`src/rtl/spi_ctrl_pkg.sv`:
```
// Shared types and constants for the SPI command controller.
package spi_ctrl_pkg;

   typedef enum logic [2:0] {
      StIdle,
      StCmd,
      StWr,
      StRdFetch,
      StRdLoad,
      StRdWait
   } state_e;

   localparam int unsigned CMD_WRITE_BIT     = 7;
   localparam logic [3:0]  STATUS_ID_DEFAULT = 4'hA;

endpackage

```
`src/rtl/cs_sync.sv`:
```
// Two-flop synchroniser for the raw chip select with rising/falling edge detect.
module cs_sync (
   input  logic clk_i,
   input  logic rst_ni,
   input  logic cs_i,
   output logic fall_o,
   output logic rise_o
);

   logic [1:0] sync_q, sync_d;
   logic       prev_q, prev_d;

   always_comb begin
      sync_d = {sync_q[0], cs_i};
      prev_d = sync_q[1];
   end

   // Reset to "deselected" so releasing reset never fakes a cs edge.
   always_ff @(posedge clk_i or negedge rst_ni) begin
      if (!rst_ni) begin
         sync_q <= 2'b11;
         prev_q <= 1'b1;
      end else begin
         sync_q <= sync_d;
         prev_q <= prev_d;
      end
   end

   assign fall_o = prev_q & ~sync_q[1];
   assign rise_o = ~prev_q & sync_q[1];

endmodule

```
`src/rtl/spi_cmd_controller.sv`:
```
// Turns the SPI slave word stream into a command/register protocol: a command word
// selects read or write and the start address, following words stream to/from the bus.
module spi_cmd_controller
   import spi_ctrl_pkg::*;
#(
   parameter int unsigned WORD_W    = 8,
   parameter int unsigned ADDR_W    = 7,
   parameter logic [3:0]  STATUS_ID = STATUS_ID_DEFAULT
) (
   input  logic              clk,
   input  logic              rst,
   input  logic              cs,
   input  logic              spi_rx_valid,
   input  logic [WORD_W-1:0] spi_rx_data,
   output logic              spi_tx_valid,
   output logic [WORD_W-1:0] spi_tx_data,
   output logic [ADDR_W-1:0] reg_addr,
   output logic [WORD_W-1:0] reg_wdata,
   output logic              reg_we,
   output logic              reg_re,
   input  logic [WORD_W-1:0] reg_rdata,
   output logic              intr
);

   logic cs_fall, cs_rise;

   cs_sync u_cs_sync (
      .clk_i  (clk),
      .rst_ni (rst),
      .cs_i   (cs),
      .fall_o (cs_fall),
      .rise_o (cs_rise)
   );

   state_e            state_q, state_d;
   logic [ADDR_W-1:0] addr_q, addr_d;
   logic              wr_seen_q, wr_seen_d;
   logic              pending_q, pending_d;
   logic              overrun_q, overrun_d;
   logic              tx_valid_q, tx_valid_d;
   logic [WORD_W-1:0] tx_data_q, tx_data_d;
   logic [ADDR_W-1:0] reg_addr_q, reg_addr_d;
   logic [WORD_W-1:0] reg_wdata_q, reg_wdata_d;
   logic              reg_we_q, reg_we_d;
   logic              reg_re_q, reg_re_d;
   logic [7:0]        status;

   assign status = {STATUS_ID, 2'b00, overrun_q, pending_q};

   always_comb begin
      state_d     = state_q;
      addr_d      = addr_q;
      wr_seen_d   = wr_seen_q;
      pending_d   = pending_q;
      overrun_d   = overrun_q;
      tx_valid_d  = 1'b0;
      tx_data_d   = tx_data_q;
      reg_addr_d  = reg_addr_q;
      reg_wdata_d = reg_wdata_q;
      reg_we_d    = 1'b0;
      reg_re_d    = 1'b0;

      unique case (state_q)
         StCmd: begin
            if (spi_rx_valid) begin
               addr_d = spi_rx_data[ADDR_W-1:0];
               if (spi_rx_data[CMD_WRITE_BIT]) begin
                  state_d = StWr;
               end else begin
                  // Issue the first fetch straight from the command word to save a cycle.
                  state_d    = StRdFetch;
                  pending_d  = 1'b0;
                  overrun_d  = 1'b0;
                  reg_re_d   = 1'b1;
                  reg_addr_d = spi_rx_data[ADDR_W-1:0];
               end
            end
         end
         StWr: begin
            if (spi_rx_valid) begin
               reg_we_d    = 1'b1;
               reg_wdata_d = spi_rx_data;
               reg_addr_d  = addr_q;
               addr_d      = addr_q + 1'b1;
               wr_seen_d   = 1'b1;
            end
         end
         StRdFetch: begin
            state_d = StRdLoad;
            if (spi_rx_valid) overrun_d = 1'b1;
         end
         StRdLoad: begin
            tx_data_d  = reg_rdata;
            tx_valid_d = 1'b1;
            addr_d     = addr_q + 1'b1;
            state_d    = StRdWait;
            if (spi_rx_valid) overrun_d = 1'b1;
         end
         StRdWait: begin
            if (spi_rx_valid) begin
               reg_re_d   = 1'b1;
               reg_addr_d = addr_q;
               state_d    = StRdFetch;
            end
         end
         default: state_d = StIdle;
      endcase

      // Frame boundaries override whatever the word handling above decided.
      if (cs_rise) begin
         state_d    = StIdle;
         tx_valid_d = 1'b0;
         if (wr_seen_d) pending_d = 1'b1;
      end
      if (cs_fall) begin
         state_d    = StCmd;
         tx_valid_d = 1'b1;
         tx_data_d  = WORD_W'(status);
         wr_seen_d  = 1'b0;
      end
   end

   always_ff @(posedge clk or negedge rst) begin
      if (!rst) begin
         state_q     <= StIdle;
         addr_q      <= '0;
         wr_seen_q   <= 1'b0;
         pending_q   <= 1'b0;
         overrun_q   <= 1'b0;
         tx_valid_q  <= 1'b0;
         tx_data_q   <= '0;
         reg_addr_q  <= '0;
         reg_wdata_q <= '0;
         reg_we_q    <= 1'b0;
         reg_re_q    <= 1'b0;
      end else begin
         state_q     <= state_d;
         addr_q      <= addr_d;
         wr_seen_q   <= wr_seen_d;
         pending_q   <= pending_d;
         overrun_q   <= overrun_d;
         tx_valid_q  <= tx_valid_d;
         tx_data_q   <= tx_data_d;
         reg_addr_q  <= reg_addr_d;
         reg_wdata_q <= reg_wdata_d;
         reg_we_q    <= reg_we_d;
         reg_re_q    <= reg_re_d;
      end
   end

   assign spi_tx_valid = tx_valid_q;
   assign spi_tx_data  = tx_data_q;
   assign reg_addr     = reg_addr_q;
   assign reg_wdata    = reg_wdata_q;
   assign reg_we       = reg_we_q;
   assign reg_re       = reg_re_q;
   assign intr         = pending_q;

endmodule

```
`config.mk`:
```
export PLATFORM = sky130hd
export DESIGN_NAME = spi_cmd_controller
export DESIGN_NICKNAME = d
export VERILOG_FILES = /design/src/rtl/spi_ctrl_pkg.sv /design/src/rtl/cs_sync.sv /design/src/rtl/spi_cmd_controller.sv
export SDC_FILE = /design/constraint.sdc
export NUM_CORES = 1
export LEC_CHECK = 0
export BUFFER_PORTS_ARGS = -buffer_cell sky130_fd_sc_hd__clkbuf_2
export CORE_ASPECT_RATIO = 0.75
export CORE_MARGIN = 5
export CORE_UTILIZATION = 55
export DETAILED_ROUTE_END_ITERATION = 8
export PLACE_DENSITY = 0.86
export SKIP_CTS_REPAIR_TIMING = 1
export SLEW_MARGIN = 20
export SYNTH_ARGS = -nofsm -noshare
export SYNTH_HDL_FRONTEND = slang
export SYNTH_SLANG_ARGS = --single-unit
```
`constraint.sdc`:
```
create_clock -name clk -period 4.65 [get_ports clk]
set_input_delay 0.465 -clock clk [delete_from_list [all_inputs] [get_ports clk]]
set_output_delay 0.465 -clock clk [all_outputs]
set_load 0.1 [all_outputs]
```
After elaboration in Yosys (flattened, before gate mapping)
Cells that the tools add are included.
W data, S select, Z words.
{ "word_totals": {"in_bits": 20, "elab_cells": 77, "out_inout_bits": 27, "regBits": 42} }
{ "op_classes": {"n_reduce_logical": 11, "n_eq_ne": 13, "addsub": 1, "muxes": 35, "n_bitwise": 4} }
{ "op_table": {"columns": ["cell", "n"], "rows": [
  ["$mux W7", 5],
  ["$pmux W7 S3", 1],
  ["$mux W1", 19],
  ["$mux W8", 2],
  ["$pmux W3 S5", 1],
  ["$pmux W7 S2", 1],
  ["$mux W3", 4],
  ["$ne A4 B4 Y1 const B", 2],
  ["$reduce_and A4 Y1", 2],
  ["$add A7 B1 Y7 const B", 1],
  ["$eq A3 B2 Y1 const B", 2],
  ["$eq A3 B3 Y1 const B", 2],
  ["$ne A2 B2 Y1 const B", 3],
  ["$reduce_and A3 Y1", 2],
  ["$reduce_bool A2 Y1", 3],
  ["$ne A2 B1 Y1 const B", 2],
  ["$pmux W1 S2", 2],
  ["$reduce_or A2 Y1", 2],
  ["$eq A3 B1 Y1 const B", 1],
  ["$ne A3 B3 Y1 const B", 1],
  ["$reduce_bool A3 Y1", 1],
  ["$and A1 B1 Y1", 2],
  ["$not A1 Y1", 2],
  ["$reduce_and A2 Y1", 1]
]} }

Longest topological paths before layout
Gate-level depths: netlist of the first run.
{ "logic_depth": {"depth_word": 5, "ltp_mapped": 6, "ltp_nobuf": 5} }

By module
Synthesis of the first run repeated with hierarchy kept, for this count alone.
{ "unflattened": {"hier_cells": 170, "hier_area_um2": 2009.4} }
{ "modules_own_cells": {"columns": ["mod", "cells_per_inst", "area_each_um2", "seq_area_each_um2", "instances"], "rows": [
  ["spi_cmd_controller", 165, 1915.6, 975.9, 1],
  ["cs_sync", 5, 93.8, 78.8, 1]
]} }

Worst setup path before layout of the first run
No wires, ideal clock.
{ "synth_path": {"path_kind": "register -> register", "from": "register state_q[2]", "to": "register reg_addr_q[0] (netlist: reg_addr[0])", "t_required_ns": 4.524, "stages_incl_launch_ff": 7, "arrival_ns": 1.509, "path_slack_ns": 3.015, "path_cell_list": "dfrtp_1 > buf_6 > nor3b_4 > a21o_1 > buf_6 > mux2_4 > mux2_2"} }
{ "synth_via": {"elab_chain_len": 4, "word_cells_on_any_way": 10} }
{ "synth_rtl": {"columns": ["item", "line", "source"], "rows": [
  ["start: declaration", "spi_cmd_controller.sv:35", "state_e state_q, state_d;"],
  ["start signal: assignment", "spi_cmd_controller.sv:125", "state_q <= StIdle;"],
  ["start signal: assignment", "spi_cmd_controller.sv:137", "state_q <= state_d;"],
  ["$eq A3 B3 Y1 / $eq A3 B2 Y1 (equally long branches)", "spi_cmd_controller.sv:63", "unique case (state_q)"],
  ["$reduce_or A2 Y1 (no line)", null, null],
  ["$ne A2 B1 Y1 (no line) / $reduce_bool A2 Y1 (equally long branches)", null, null],
  ["$reduce_and A4 Y1 (no line)", null, null],
  ["end signal: assignment", "spi_cmd_controller.sv:144", "reg_addr_q <= reg_addr_d;"],
  ["end: declaration", "spi_cmd_controller.sv:42", "logic [ADDR_W-1:0] reg_addr_q, reg_addr_d;"]
]} }
Several ways; a longest one is shown, not always the timed one.
A chain may end at the register's enable or synchronous reset.

Worst setup path in the final report of the first run
{ "layout_path": {"from": "register state_q[2]", "to": "register addr_q[0]"} }
{ "layout_via": {"elab_chain_len": 3, "word_cells_on_any_way": 8} }
{ "layout_rtl": {"columns": ["item", "line", "source"], "rows": [
  ["$eq A3 B1 Y1, or another cell as far along", "spi_cmd_controller.sv:63", null],
  ["$ne A2 B2 Y1 (no line) / $reduce_bool A3 Y1 (equally long branches)", null, null],
  ["$reduce_and A3 Y1 (no line)", null, null],
  ["end signal: assignment", "spi_cmd_controller.sv:138", "addr_q <= addr_d;"],
  ["end: declaration", "spi_cmd_controller.sv:36", "logic [ADDR_W-1:0] addr_q, addr_d;"]
]} }
Several ways; a longest one is shown, not always the timed one.

==> reports/metrics.cfg, run 1 <==
[sta]
layout_min_cycle_time_ns = 2.12
hold_viol = 0
max_slew_margin_pct = 27.5
finalCritPeriodShare_pct = 45.5
finalSetupViolCount = 0
setup_tns_ns = 0
rsz0062_at_grt = no
slew_viol_final = 0
max_freq_ghz = 0.472
clock-skew-final_ns = 0.00731
tightestPinTransition_ns = 1.08

[global_routing]
grt_usage_pct = 16.9
grt_start_max_net_pins = 43
grt.overflow.total = 0
grt_pass1_wl_um = 6560
grt_pass1_vias = 1371
antenna_found_initial = 0

[synth]
ys_seq_elements = 42
ys_seq_area_share_pct = 51.7
synth_area_um2 = 2040
syn_inst = 175
synth.largest_area_cell = dfrtp_1
synthTopCellsByArea = dfrtp_1 (48%), mux2_2 (8.3%), mux2_4 (5.2%)
synth.avg_cell_area_um2 = 11.7
synth_top_area_share_pct = 47.9
yosys.cell_types.count = 43
ys_warn_count = 0
syn-num-nets = 198

[run]
max_cap_violations = 0

[floorplan]
core_area_um2 = 3610
fp.dieH_um = 62.7
die_area_um2 = 5040
die_w_um = 80.3
top_level_ports = 47
rows = 19
start_util_pct = 56.4

[detailed_routing]
drt_iter0_drc = 128
via_count = 1421
first_pass_iters = 4
viasPerCell = 5.22
drc = 0
antenna_left = 0
routedWlPerCell_um = 14.4
routed_wl_um = 3910

[place]
routabilityCongestion = 0.929
io_buffers = 46
dp_hpwl_um = 2940

[critical_path]
reg2regPathDepth = 4
crit_arrival_ns = 2.29
endpoint_kind = register
r2r_end = addr_q[0]
required_ns = 4.82
crit_path_start_kind = register
path_class = register to register
regToRegSetupSlack_ns = 2.53
r2r-start = state_q[2]
worstPathMaxFanout = 15

[clock_tree]
cts.reportedPaths.clkPinSlew_ns = 0.07
htreeDepth = 2
cts-root-buf = clkbuf_8
cts_made_buffers = 5
clock_latency_ns = 0.29
clockBufferDepth = 2
tritoncts = done
clock_sinks = 42

[layout]
fin_nets = 242
final_cell_mix = clkbuf_2 (45), dfrtp_1 (39), nand2_1 (24)
n_antenna_cell = 0
layout_commonest_cell = clkbuf_2
areaGrowthSynthToFinish_pct = 16.3
drive_gt1_share_pct = 39.5

[hold_path]
hold_start = cs
hold_depth = 1
worstHoldEndpoint = u_cs_sync.sync_q[0]
hold_path_class = primary input to register

[run_status]
status = finished clean

## registers in the layout, summed over array words and instances, names as in the netlist
| name | cells |
|---|---|
| spi_tx_data | 8 |
| u_cs_sync.sync_q | 2 |
| overrun_q | 1 |
| reg_addr | 7 |
| intr | 1 |
| wr_seen_q | 1 |
| u_cs_sync.prev_q | 1 |
| state_q | 3 |
| addr_q | 7 |
| reg_re | 1 |
| reg_wdata | 8 |
| spi_tx_valid | 1 |
| reg_we | 1 |
## cell type report
| class | instances | area (µm²) |
|---|---|---|
| clock buffer | 5 | 68.8 |
| clock inverter | 3 | 40.0 |
| fill | 305 | 1240 |
| inverter | 7 | 26.3 |
| multi-input combinational | 117 | 886 |
| sequential | 42 | 1050 |
| tap | 52 | 65.1 |
| timing repair buffer | 46 | 230 |
## how the worst max path moves through the flow
stage	from	to	slack, ns	cells past startpoint
floorplan	state_q[2]	reg_addr[0]	3.01	6
global placement	state_q[2]	addr_q[0]	2.59	4
detailed placement	state_q[2]	addr_q[0]	2.55	4
CTS	state_q[2]	addr_q[0]	2.54	4
global route	state_q[0]	addr_q[0]	2.36	4
finish	state_q[2]	addr_q[0]	2.53	4
## stage by stage
stage	std cells	instance area [µm²]	utilization, %	setup slack, ns	hold slack [ns]
finish	272	2370	65.6	2.53	0.249
global route	272	2370	65.6	2.36	0.231
CTS	272	2370	65.6	2.54	0.238
detailed placement	264	2260	62.6	2.55	0.348
global placement	264	2260	62.6	2.59	0.346
floorplan	175	2040	-	3.01	0.169
## synthesized netlist by cell type
cell / n
o221ai_1: 1
mux2i_1: 6
or2_2: 1
mux2_1: 2
o21ai_1: 1
nor3b_1: 2
mux2_2: 15
a21o_1: 1
nor3_1: 3
inv_1: 7
ha_1: 3
nor4_1: 1
buf_4: 2
nand3_1: 3
a31oi_1: 2
dfrtp_1: 39
buf_6: 4
nor2b_1: 2
mux2_4: 7
o22ai_1: 3
nand2b_2: 1
dfstp_2: 3
o21a_1: 1
nor2_1: 5
o21bai_1: 1
buf_2: 1
nor2b_4: 1
and2_2: 1
o21ai_2: 1
o22a_1: 2
o31ai_1: 1
nand3b_1: 2
o41ai_1: 1
and3_1: 1
nand2_1: 24
a21oi_2: 1
a211o_1: 1
clkbuf_1: 2
a21oi_1: 12
o21ai_0: 4
or2b_1: 1
nor3b_4: 2
xor2_1: 1
## critical path: stages (launching register included)
cell and delay, ns:
dfrtp_1 0.52, nor3b_4 0.26, a31oi_1 0.82, nor3b_1 0.10, a211o_1 0.30
## layer usage
layer / track usage (%) / vias up / wire [µm]
met2: 23.7 / 39 / 1690
met4: 7.38 / 0 / 88
met3: 4.90 / 11 / 244
met5: 0 / - / 0
met1: 24.3 / 672 / 1890
li1: - / 699 / -
## cells by family after synthesis
kind of cell | count (synthesis) | synth area share (%)
adders and majority gates | 3 | 1.84
xor gates and xnor gates | 1 | 0.430
AOI/OAI and AO/OA | 33 | 10.2
buffers and inverters | 16 | 4.85
muxes | 30 | 17.5
DFF | 42 | 51.7
and+or+nand+nor | 50 | 13.5
Power of run 1 is not shown: default switching activity piles up to over one toggle a cycle in this logic, so the estimate is an artifact.
==> run 2: changes to the inputs <==
CORE_UTILIZATION = 53   (was 55)
PLACE_DENSITY = 0.84   (was 0.86)
clock period = 2.1 ns   (was 4.65 ns; I/O delays follow)
==> reports/metrics.cfg, run 2 (synthesis results as in run 1) <==
[run_status]
failed_checks = hold timing
status = complete, but fails checks

[sta]
max_freq_ghz = 0.516
holdWs_ns = -0.0420
finalCritPeriodShare_pct = 92.3
layout_min_cycle_time_ns = 1.94
finalSetupViolCount = 0
max_slew_margin_pct = 63.7
slew_viol_final = 0
clock-skew-final_ns = 0.00627
tightestPinTransition_ns = 0.546
setup_tns_ns = 0
hold_viol = 39
rsz0062_at_grt = no

[global_routing]
grt_use_met3_pct = 4.13
grt_usage_pct = 18.5
grt_busiest_layer = met1
grt_use_met2_pct = 25.7
use_met1_pct = 27.7
grt_pass1_wl_um = 7240
grt_pass1_vias = 1486
grt_start_max_net_pins = 43
grt.overflow.total = 0
antenna_found_initial = 0

[critical_path]
endpoint_kind = register
critical_path.slowest_cell = dfrtp_1
path_delay_family = multiplexers
path_class = register to register
path_cells = nor3b_4, a21o_1, mux2_4, mux2_2
cpPeakStageDelay_ns = 0.53
startpoint = state_q[2]
worstPathMaxFanout = 10
crit_arrival_ns = 2.12
crit_path_start_kind = register
crit_buf_inv = 0
r2r-start = state_q[2]
required_ns = 2.28

[layout]
drive_gt1_share_pct = 41.0
layout_commonest_cell = clkbuf_2
areaGrowthSynthToFinish_pct = 20.4
final_cell_mix = clkbuf_2 (46), dfrtp_1 (39), nand2_1 (24)
fin_nets = 249
n_antenna_cell = 0

[clock_tree]
cts-root-buf = clkbuf_8
cts_made_buffers = 5
htreeDepth = 2
cts.reportedPaths.clkPinSlew_ns = 0.08
clock_sinks = 42
tritoncts = done
clock_latency_ns = 0.30
clockBufferDepth = 2

[detailed_routing]
viasPerCell = 5.33
drc = 0
first_pass_iters = 4
drt_iter0_drc = 102
routed_wl_um = 4340
antenna_left = 0
routedWlPerCell_um = 15.6
via_count = 1487

[floorplan]
fp.dieH_um = 63.7
rows = 19
die_area_um2 = 5200
core_area_um2 = 3680
die_w_um = 81.6
start_util_pct = 55.3
top_level_ports = 47

[place]
dp_hpwl_um = 3040
io_buffers = 46
routabilityCongestion = 0.836

[hold_path]
hold_path_class = primary input to asynchronous set/reset pin

[run]
max_cap_violations = 0

## run 2: cell types whose count changed in the layout (fill, tap and decap cells not counted)
cell           previous run  this run
buf_2                     1         0
clkinv_2                  2         0
buf_4                     0         6
clkbuf_2                 45        46
dlygate4sd3_1             0         1
clkinv_4                  0         1
bufinv_16                 1         2
## run 2: worst paths after layout
kind / cells after the start / slack, ns / to
max: 4 / 0.16 / reg_addr[1]
min: 2 / -0.04 / addr_q[5]
max reg2reg: 4 / 0.16 / reg_addr[1]
min reg2reg: 0 / 0.36 / u_cs_sync.sync_q[1]
max in group asynchronous: 2 / 1.76 / u_cs_sync.sync_q[0]
min in group clk: 3 / 0.12 / spi_tx_data[5]
## run 2: stage by stage
stage               worst slack (ns)  cells  utilization, %  hold WS, ns  instance area (µm²)
floorplan                      0.465    175               -      -0.0856                 2040
finish                         0.161    279            66.6      -0.0420                 2450
detailed placement             0.215    270            62.6        0.299                 2310
global placement               0.265    270            62.6        0.301                 2310
CTS                            0.154    278            66.3      -0.0264                 2440
global route                  0.0833    279            66.6      0.00941                 2450
## run 2: cell type report
cell class,count,area [µm²]
clock buffer,5,68.8
fill,273,1230
inverter,7,26.3
tap,52,65.1
timing repair buffer,53,285
clock inverter,3,68.8
sequential,42,1050
multi-input combinational,117,886
## run 2: metal layers
| layer | share of wire (%) | vias to the layer above |
|---|---|---|
| li1 | - | 714 |
| met1 | 46 | 728 |
| met2 | 48 | 38 |
| met3 | 5.0 | 7 |
| met4 | 1.2 | 0 |
| met5 | 0 | - |
Power of run 2 is left out for the same reason.
